==> src/rtl/pc_sequencer.sv <==
// -----------------------------------------------------------------------------
// pc_sequencer
//   Fetch-PC sequencer. It owns the instruction fetch address and handles
//   sequential advance, hazard stalls, jump/branch redirects and exception
//   flushes. After each redirect or flush it inserts BUBBLES invalid fetch
//   cycles, and it counts consecutive stall cycles.
//
//   Event priority at every edge: flush_i > redir_valid_i > stall_i > sequential.
//   Every output is registered, so there is no combinational path from the
//   control inputs to pc_o, pc_valid_o, redir_taken_o, stall_cnt_o or state_o.
//
// Optional feature (define the PC_HIST_EN macro):
//   Adds a HIST_DEPTH-entry circular buffer that records every applied
//   redirect/flush target. It is read combinationally through hist_idx_i and
//   hist_pc_o, where index 0 is the newest entry.
//
// Ports
//   clk_i          in   clock, rising edge
//   rst_n          in   asynchronous reset, active low
//   stall_i        in   hazard stall request (hold PC)
//   redir_valid_i  in   jump/branch redirect strobe
//   redir_pc_i     in   redirect target (low log2(STEP) bits ignored)
//   flush_i        in   exception flush to EXC_VEC
//   pc_o           out  fetch address
//   pc_valid_o     out  pc_o is a real fetch
//   redir_taken_o  out  one-cycle pulse after an applied redirect or flush
//   stall_cnt_o    out  consecutive stall cycles, saturating
//   state_o        out  0 IDLE, 1 RUN, 2 STALL, 3 BUBBLE
//   hist_idx_i     in   history read index, 0 = newest   (PC_HIST_EN only)
//   hist_pc_o      out  history entry                    (PC_HIST_EN only)
// -----------------------------------------------------------------------------
module pc_sequencer #(
  parameter int              PC_W       = 16,
  parameter int              STEP       = 1,
  parameter logic [PC_W-1:0] RESET_VEC  = '0,
  parameter logic [PC_W-1:0] EXC_VEC    = PC_W'('h10),
  parameter int              BUBBLES    = 1,
  parameter int              STALL_CW   = 8,
  parameter int              HIST_DEPTH = 4
) (
  input  logic                clk_i,
  input  logic                rst_n,
  input  logic                stall_i,
  input  logic                redir_valid_i,
  input  logic [PC_W-1:0]     redir_pc_i,
  input  logic                flush_i,
  output logic [PC_W-1:0]     pc_o,
  output logic                pc_valid_o,
  output logic                redir_taken_o,
  output logic [STALL_CW-1:0] stall_cnt_o,
  output logic [1:0]          state_o
`ifdef PC_HIST_EN
  ,
  input  logic [$clog2(HIST_DEPTH)-1:0] hist_idx_i,
  output logic [PC_W-1:0]               hist_pc_o
`endif
);

  typedef enum logic [1:0] {
    ST_IDLE   = 2'd0,
    ST_RUN    = 2'd1,
    ST_STALL  = 2'd2,
    ST_BUBBLE = 2'd3
  } state_t;

  // Redirect targets are forced onto a STEP boundary.
  localparam logic [PC_W-1:0] ALIGN_MASK  = ~(PC_W'(STEP) - PC_W'(1));
  localparam logic [PC_W-1:0] STEP_INC    = PC_W'(STEP);
  localparam logic [2:0]      BUB_INIT    = 3'(BUBBLES);
  localparam bit              HAS_BUBBLES = (BUBBLES > 0);

  // Elaboration-time parameter sanity checks.
  if (STEP < 1 || (STEP & (STEP - 1)) != 0) begin : g_chk_step
    $error("pc_sequencer: STEP must be a power of 2");
  end
  if (BUBBLES < 0 || BUBBLES > 7) begin : g_chk_bub
    $error("pc_sequencer: BUBBLES must be 0..7");
  end
  if (HIST_DEPTH < 2 || (HIST_DEPTH & (HIST_DEPTH - 1)) != 0) begin : g_chk_hist
    $error("pc_sequencer: HIST_DEPTH must be a power of 2 and >= 2");
  end

  // Saturating stall-counter increment.
  function automatic logic [STALL_CW-1:0] sat_inc(input logic [STALL_CW-1:0] v);
    return (&v) ? v : v + STALL_CW'(1);
  endfunction

  state_t                state_q, state_d;
  logic [PC_W-1:0]       pc_q, pc_d;
  logic                  valid_q, valid_d;
  logic                  taken_q, taken_d;
  logic [STALL_CW-1:0]   stall_cnt_q, stall_cnt_d;
  logic [2:0]            bub_q, bub_d;
  logic                  redir_apply;
  logic [PC_W-1:0]       redir_tgt;

  assign redir_apply = flush_i | redir_valid_i;
  assign redir_tgt   = flush_i ? EXC_VEC : (redir_pc_i & ALIGN_MASK);

  always_comb begin
    state_d     = state_q;
    pc_d        = pc_q;
    valid_d     = valid_q;
    taken_d     = 1'b0;
    stall_cnt_d = '0;
    bub_d       = bub_q;

    if (redir_apply) begin
      // A redirect or flush wins over stall_i and restarts any bubble run.
      pc_d    = redir_tgt;
      taken_d = 1'b1;
      if (HAS_BUBBLES) begin
        state_d = ST_BUBBLE;
        valid_d = 1'b0;
        bub_d   = BUB_INIT;
      end else begin
        state_d = ST_RUN;
        valid_d = 1'b1;
        bub_d   = '0;
      end
    end else if (stall_i) begin
      // PC and valid hold. A bubble run freezes its count and stays in BUBBLE;
      // IDLE also stays put.
      stall_cnt_d = sat_inc(stall_cnt_q);
      if (state_q == ST_RUN || state_q == ST_STALL) begin
        state_d = ST_STALL;
      end
    end else begin
      unique case (state_q)
        ST_IDLE: begin
          // The first fetch after reset is RESET_VEC itself.
          state_d = ST_RUN;
          valid_d = 1'b1;
        end
        ST_RUN, ST_STALL: begin
          state_d = ST_RUN;
          valid_d = 1'b1;
          pc_d    = pc_q + STEP_INC;
        end
        ST_BUBBLE: begin
          // The redirect target becomes the first valid fetch; pc_q is unchanged.
          if (bub_q <= 3'd1) begin
            state_d = ST_RUN;
            valid_d = 1'b1;
            bub_d   = '0;
          end else begin
            bub_d = bub_q - 3'd1;
          end
        end
        default: begin
          state_d = ST_IDLE;
          valid_d = 1'b0;
        end
      endcase
    end
  end

  always_ff @(posedge clk_i or negedge rst_n) begin
    if (!rst_n) begin
      state_q     <= ST_IDLE;
      pc_q        <= RESET_VEC;
      valid_q     <= 1'b0;
      taken_q     <= 1'b0;
      stall_cnt_q <= '0;
      bub_q       <= '0;
    end else begin
      state_q     <= state_d;
      pc_q        <= pc_d;
      valid_q     <= valid_d;
      taken_q     <= taken_d;
      stall_cnt_q <= stall_cnt_d;
      bub_q       <= bub_d;
    end
  end

  assign pc_o          = pc_q;
  assign pc_valid_o    = valid_q;
  assign redir_taken_o = taken_q;
  assign stall_cnt_o   = stall_cnt_q;
  assign state_o       = state_q;

`ifdef PC_HIST_EN
  localparam int HIST_AW = $clog2(HIST_DEPTH);

  logic [PC_W-1:0]    hist_q [HIST_DEPTH];
  logic [HIST_AW-1:0] wptr_q, wptr_d;

  // wptr_q points at the slot that the next applied target will overwrite,
  // which is also the oldest entry once the buffer has wrapped.
  assign wptr_d = redir_apply ? wptr_q + HIST_AW'(1) : wptr_q;

  always_ff @(posedge clk_i or negedge rst_n) begin
    if (!rst_n) begin
      for (int i = 0; i < HIST_DEPTH; i++) begin
        hist_q[i] <= RESET_VEC;
      end
      wptr_q <= '0;
    end else begin
      if (redir_apply) begin
        hist_q[wptr_q] <= redir_tgt;
      end
      wptr_q <= wptr_d;
    end
  end

  // Newest entry sits just behind the write pointer; the index wraps modulo HIST_DEPTH.
  assign hist_pc_o = hist_q[wptr_q - HIST_AW'(1) - hist_idx_i];
`endif

endmodule
==> config.mk <==
export PLATFORM = sky130hd
export DESIGN_NAME = pc_sequencer
export DESIGN_NICKNAME = d
export VERILOG_FILES = /design/src/rtl/pc_sequencer.sv
export SDC_FILE = /design/constraint.sdc
export NUM_CORES = 1
export LEC_CHECK = 0
export BUFFER_PORTS_ARGS = -buffer_cell sky130_fd_sc_hd__clkbuf_2
export CAP_MARGIN = 20
export CORE_ASPECT_RATIO = 0.9
export CORE_UTILIZATION = 47
export CTS_CLUSTER_SIZE = 14
export DETAILED_ROUTE_END_ITERATION = 6
export HOLD_SLACK_MARGIN = 0.08
export PLACE_DENSITY_LB_ADDON = 0.05
export SETUP_SLACK_MARGIN = 0.02
export SYNTH_ARGS = -nofsm -noshare
export SYNTH_HDL_FRONTEND = slang
export SYNTH_SLANG_ARGS = --single-unit
==> constraint.sdc <==
create_clock -name clk_i -period 1.9 [get_ports clk_i]
set_input_delay 0.095 -clock clk_i [delete_from_list [all_inputs] [get_ports clk_i]]
set_output_delay 0.095 -clock clk_i [all_outputs]
set_load 0.05 [all_outputs]
# Yosys cells after proc, flatten, opt, wreduce, memory -nomap -nowiden
# Index checks and enable logic that the tools add are counted.
# W data, S select, Z words.
dict set report totals {
  ramBits 0
  mem_bits_ro 0
  output_inout_bits 28
  mem_count 0
  inputBits 21
  wordCells 51
  latchBits 0
  regBits 31
}
dict set report op_classes {
  magnitude_cmp 1
  n_addsub 3
  mul 0
  n_mux 21
  n_eq_ne 8
  reduce_logical 11
  shift 0
  n_bitwise 1
  div 0
}
# op count
set op_table {}
lappend op_table {{$mux W16} 4}
lappend op_table {{$mux W8} 3}
lappend op_table {{$add A16 B1 Y16 const B} 1}
lappend op_table {{$mux W3} 4}
lappend op_table {{$add A8 B1 Y8 const B} 1}
lappend op_table {{$mux W2} 4}
lappend op_table {{$reduce_and A2 Y1} 4}
lappend op_table {{$reduce_and A8 Y1} 1}
lappend op_table {{$ne A3 B3 Y1 const B} 2}
lappend op_table {{$eq A2 B2 Y1 const B} 2}
lappend op_table {{$mux W1} 4}
lappend op_table {{$ne A4 B4 Y1 const B} 1}
lappend op_table {{$pmux W2 S2} 1}
lappend op_table {{$reduce_bool A2 Y1} 2}
lappend op_table {{$le A3 B1 Y1 const B} 1}
lappend op_table {{$ne A3 B1 Y1 const B} 1}
lappend op_table {{$reduce_or A3 Y1} 1}
lappend op_table {{$sub A3 B1 Y3 const B} 1}
lappend op_table {{$eq A2 B1 Y1 const B} 1}
lappend op_table {{$logic_not A2 Y1} 1}
lappend op_table {{$ne A2 B1 Y1 const B} 1}
lappend op_table {{$pmux W1 S2} 1}
lappend op_table {{$reduce_or A2 Y1} 1}
lappend op_table {{$logic_or A1 B1 Y1} 1}
lappend op_table {{$or A1 B1 Y1} 1}

# Depth between registers and ports, before layout
dict set report depth {
  word_depth 5
  ltp_mapped 6
}

# Worst setup path after synthesis
# Ideal clock, no wire load.
dict set report synth_path {
  path_type {flip-flop to flip-flop}
  from {register state_q[0], in the netlist state_o[0]}
  to {register pc_q[11], in the netlist pc_o[11]}
  setup_time_ns 0.096
  arrival_ns 1.999
  slack_ns -0.194
  required_time_ns 1.804
  n_path_buf 1
  stages_incl_launch_ff 7
  cell_sequence {dfrtp_1 > ha_1 > nand2b_1 > buf_2 > nor4_4 > nand3_1 > a311oi_2}
}
dict set report synth_between {
  elab_chain_len 4
  elab_cells_between_ends 5
}
# item line
set synth_rtl {}
lappend synth_rtl {{start: declaration} 88} ;# state_t state_q, state_d;
lappend synth_rtl {{start signal: assignment} 167} ;# state_q <= state_d;
lappend synth_rtl {{$eq A2 B1 Y1 or $eq A2 B2 Y1 (tied branches)} 129} ;# unique case (state_q)
lappend synth_rtl {{$reduce_or A2 Y1 *} 129}
lappend synth_rtl {{$reduce_bool A2 Y1 (no line) *} -}
lappend synth_rtl {{$reduce_and A2 Y1 (no line) *} -}
lappend synth_rtl {{end signal: assignment} 168} ;# pc_q <= pc_d;
lappend synth_rtl {{end: declaration} 89} ;# logic [PC_W-1:0] pc_q, pc_d;
# Every way passes the cells marked *; elsewhere a longest branch is shown, timed or not.
# A chain may end at the register's enable or synchronous reset.

# Final worst setup path
dict set report layout_path {
  from {register state_q[1], in the netlist state_o[1]}
  to {register pc_q[10], in the netlist pc_o[10]}
}
# Same word-level chain as after synthesis.

==> metrics.md <==
| Metric | Value |
|---|---|
| CTS buffer count | 5 |
| CTS H-tree depth | 2 |
| Maxcap violations | 0 |
| Setup WS post-layout | about 0.071 ns |
| DP HPWL | between 3000 and 4000 um |
| Die Wd | 67.2 um |
| Pwr Density | between 600 and 700 nW/um^2 |
| Row count | 20 |
| Status | finished clean |
| Port Buffer Count | between 40 and 50 |
| RSZ-0062 raised after global routing | no |
| Core region area | around 3500 um^2 |
| Final hold violations | 0 |
| CTS clock-pin slew for the worst setup and hold paths | approximately 0.07 ns |
| Post-synth top flop | dfrtp_1 |
| Post-layout util | between 60% and 70% |
| Post-synthesis async set-or-reset flop share | between 90% and 100% |
| Critical path type | reg -> reg |
| Total track usage | between 20% and 30% |
| Setup TNS | 0 ns |
| Clock Skew | ~0.0056 ns |
| Req. time, crit path | roughly 2.1 ns |
| Uppermost layer routed | met4 |
| Syn nets | between 200 and 250 |
| YS warnings | 0 |
| Nets@finish | 276 |
| Cells after synthesis | 189 |
| Top Ports | between 40 and 50 |
| CTS tree | built |
| Setup Viol. Count Final | 0 |
| WL final | 4310 um |
| Residual DRC | 0 |
| Initial antenna violation count | 0 |
| Total number of vias | 1,675 |
| Starting density of the core | between 50% and 60% |
| Die Area | ~4100 um^2 |
| Area Growth Syn to Fin | 27.5% |
| Avg Cell Area, Syn | roughly 9.5 um^2 |
| Routed length on met1 | 2080 um |
| Mapped cell area | 1800 um^2 |
| Layout cell share with drive strength beyond 1 | 31.5% |
| Vias in the first global route | 1,518 |
| Root Buffer | clkbuf_8 |
| ANT nets after route | 0 |
| N_diodes | 0 |
| GRT overflow | 0 |
| Crit path DAT | 2.02 ns |
| Seq cells post-synth | 31 |
| Worst-path fanout max | 6 |
| Post-DP Area | 2090 um^2 |
| Count of different cell masters after synthesis | 46 |
| Drt first-iter violations | approximately 100 |
| Sequential share of the synthesized area | a little over two fifths |
| Drt wl/cell | about 15 um |
| Clock Sinks | 31 |
| Clk_lat worst skew | approximately 0.28 ns |
| Max Buffers Root-to-Sink | 2 |
| Die extent in y | ~61 um |
| Drt pass-1 iters | 4 |
| Gp weighted congestion | between 0.8 and 0.9 |
| Shortest period the worst path allows | approximately 1.8 ns |
| Slew @ Worst Pin | ~0.77 ns |
| Via density per instance | 5.68 |
| Crit. End Element | flop |
| Startpoint types | flop |
| Global-route wire length before repair | approximately 7100 um |
| Cell area after layout | 2290 um^2 |
| Largest net degree at the start of global routing | 32 |
| Number of synthesized flops with an enable pin | 0 |
| Fmax | between 500 and 600 MHz |
| Slew Limit Fails | 0 |
| Met3 WL post-DR | roughly 250 um |
| Wire length on met2 | 1940 um |
| Leakage power | approximately 1.0 nW |
| Post-Place Setup Slack | between 0.09 and 0.1 ns |
| Peak supply drop | approximately 0.00034 V |
| Hold WC Path Type | in -> reg |
| Rel. slew slack | about half |
| Final worst-path cycle share | a little over nine tenths |
final timing paths:
path / endpoint / depth (start not counted) / from / slack, ns
min in group asynchronous: stall_cnt_o[5] / 2 / rst_n / 0.42
hold reg to reg: pc_valid_o / 1 / pc_valid_o / 0.50
hold / removal: pc_o[3] / 3 / redir_pc_i[3] / 0.1
max in group asynchronous: stall_cnt_o[0] / 2 / rst_n / 0.94
setup reg to reg: pc_o[10] / 5 / state_o[1] / 0.07
setup / recovery: pc_o[10] / 5 / state_o[1] / 0.07
flip-flops by register name (all words and copies together), names as in the netlist:
register and count:
stall_cnt_o 8, state_o 2, redir_taken_o 1, pc_valid_o 1
bub_q 3, pc_o 16
routing by layer:
metal / track usage [%] / up-vias
met5: 0 / -
met4: 10.0 / 0
met3: 5.26 / 4
met2: 34.9 / 60
met1: 33.5 / 802
li1: - / 809
metrics by stage:
step	power, mW	hold slack (ns)	std cells
global placement	1.00	0.207	275
CTS	1.52	0.0905	293
detailed placement	1.01	0.219	275
floorplan	0.919	-0.201	189
global route	1.58	0.102	295
finish	1.51	0.0951	295
cells by family after synthesis:
group,synth area share (%)
AOI/OAI and AO/OA,17.5
adders and majority gates,3.48
DFF,43.1
and+or+nand+nor,25.1
buffers and inverters,4.31
muxes,1.11
xor gates and xnor gates,5.36
critical path, cell delays in order, from the launching register on:
cell and delay [ns]:
dfrtp_2 0.44, ha_4 0.32, nand4b_2 0.17, or3_4 0.44, xor2_1 0.15, a211oi_2 0.22
synthesized netlist by cell type, drive strengths merged, types with 2 or more instances:
cell type	count	share of area (%)
a211oi	5	2.4
a21o	2	0.83
a21oi	11	3.1
a311oi	6	3.6
a31oi	2	0.70
and3	3	1.0
buf	3	1.2
clkbuf	5	1.0
dfrtp	31	43
ha	5	3.5
inv	10	2.1
mux2i	2	1.1
nand2	12	2.5
nand2b	2	0.70
nand3	11	3.6
nand3b	3	1.3
nand4	6	2.1
nor2	23	4.8
nor3	4	1.1
nor4	3	2.6
o21ai	7	1.9
o31ai	4	1.7
or3	3	1.3
xnor2	8	3.9
xor2	3	1.5
where the power goes:
part	switching (mW)	total [mW]	internal, mW
sequential	0.0381	0.727	0.689
combinational	0.194	0.288	0.0943
clock	0.239	0.496	0.257
total	0.471	1.51	1.04
cell usage in the layout (no fill, tap or decap), types with 4 or more instances in the layout:
| cell | netlist | layout |
|---|---|---|
| clkbuf_2 | 0 | 48 |
| dfrtp_1 | 31 | 24 |
| nor2_1 | 23 | 23 |
| nand2_1 | 12 | 12 |
| a21oi_1 | 11 | 11 |
| inv_1 | 10 | 10 |
| dlygate4sd3_1 | 0 | 10 |
| nand3_1 | 9 | 9 |
| xnor2_1 | 8 | 8 |
| o21ai_0 | 7 | 7 |
| dfrtp_2 | 0 | 7 |
| nand4_1 | 6 | 6 |
| clkbuf_8 | 0 | 5 |
| a211oi_1 | 4 | 4 |
| a311oi_1 | 4 | 4 |
| o31ai_1 | 4 | 4 |
| nor3_1 | 4 | 4 |
| ha_1 | 5 | 4 |
| buf_4 | 0 | 4 |
area by class of cell:
cell class | count | area, um^2
Multi-Input combinational cell | 140 | 966
Inverter | 10 | 37.5
Tap cell | 44 | 55.1
Clock buffer | 7 | 76.3
Sequential cell | 31 | 785
Fill cell | 300 | 1210
Timing Repair Buffer | 62 | 370
Clock inverter | 1 | 5.00
timing repair:
action,CTS,global route
setup buffers,0,2
hold endpoints to repair,40,0
hold buffers,10,0
endpoints found under the setup margin,0,2
resized for setup,0,2
Note: power is estimated with default switching activity, not from simulation.
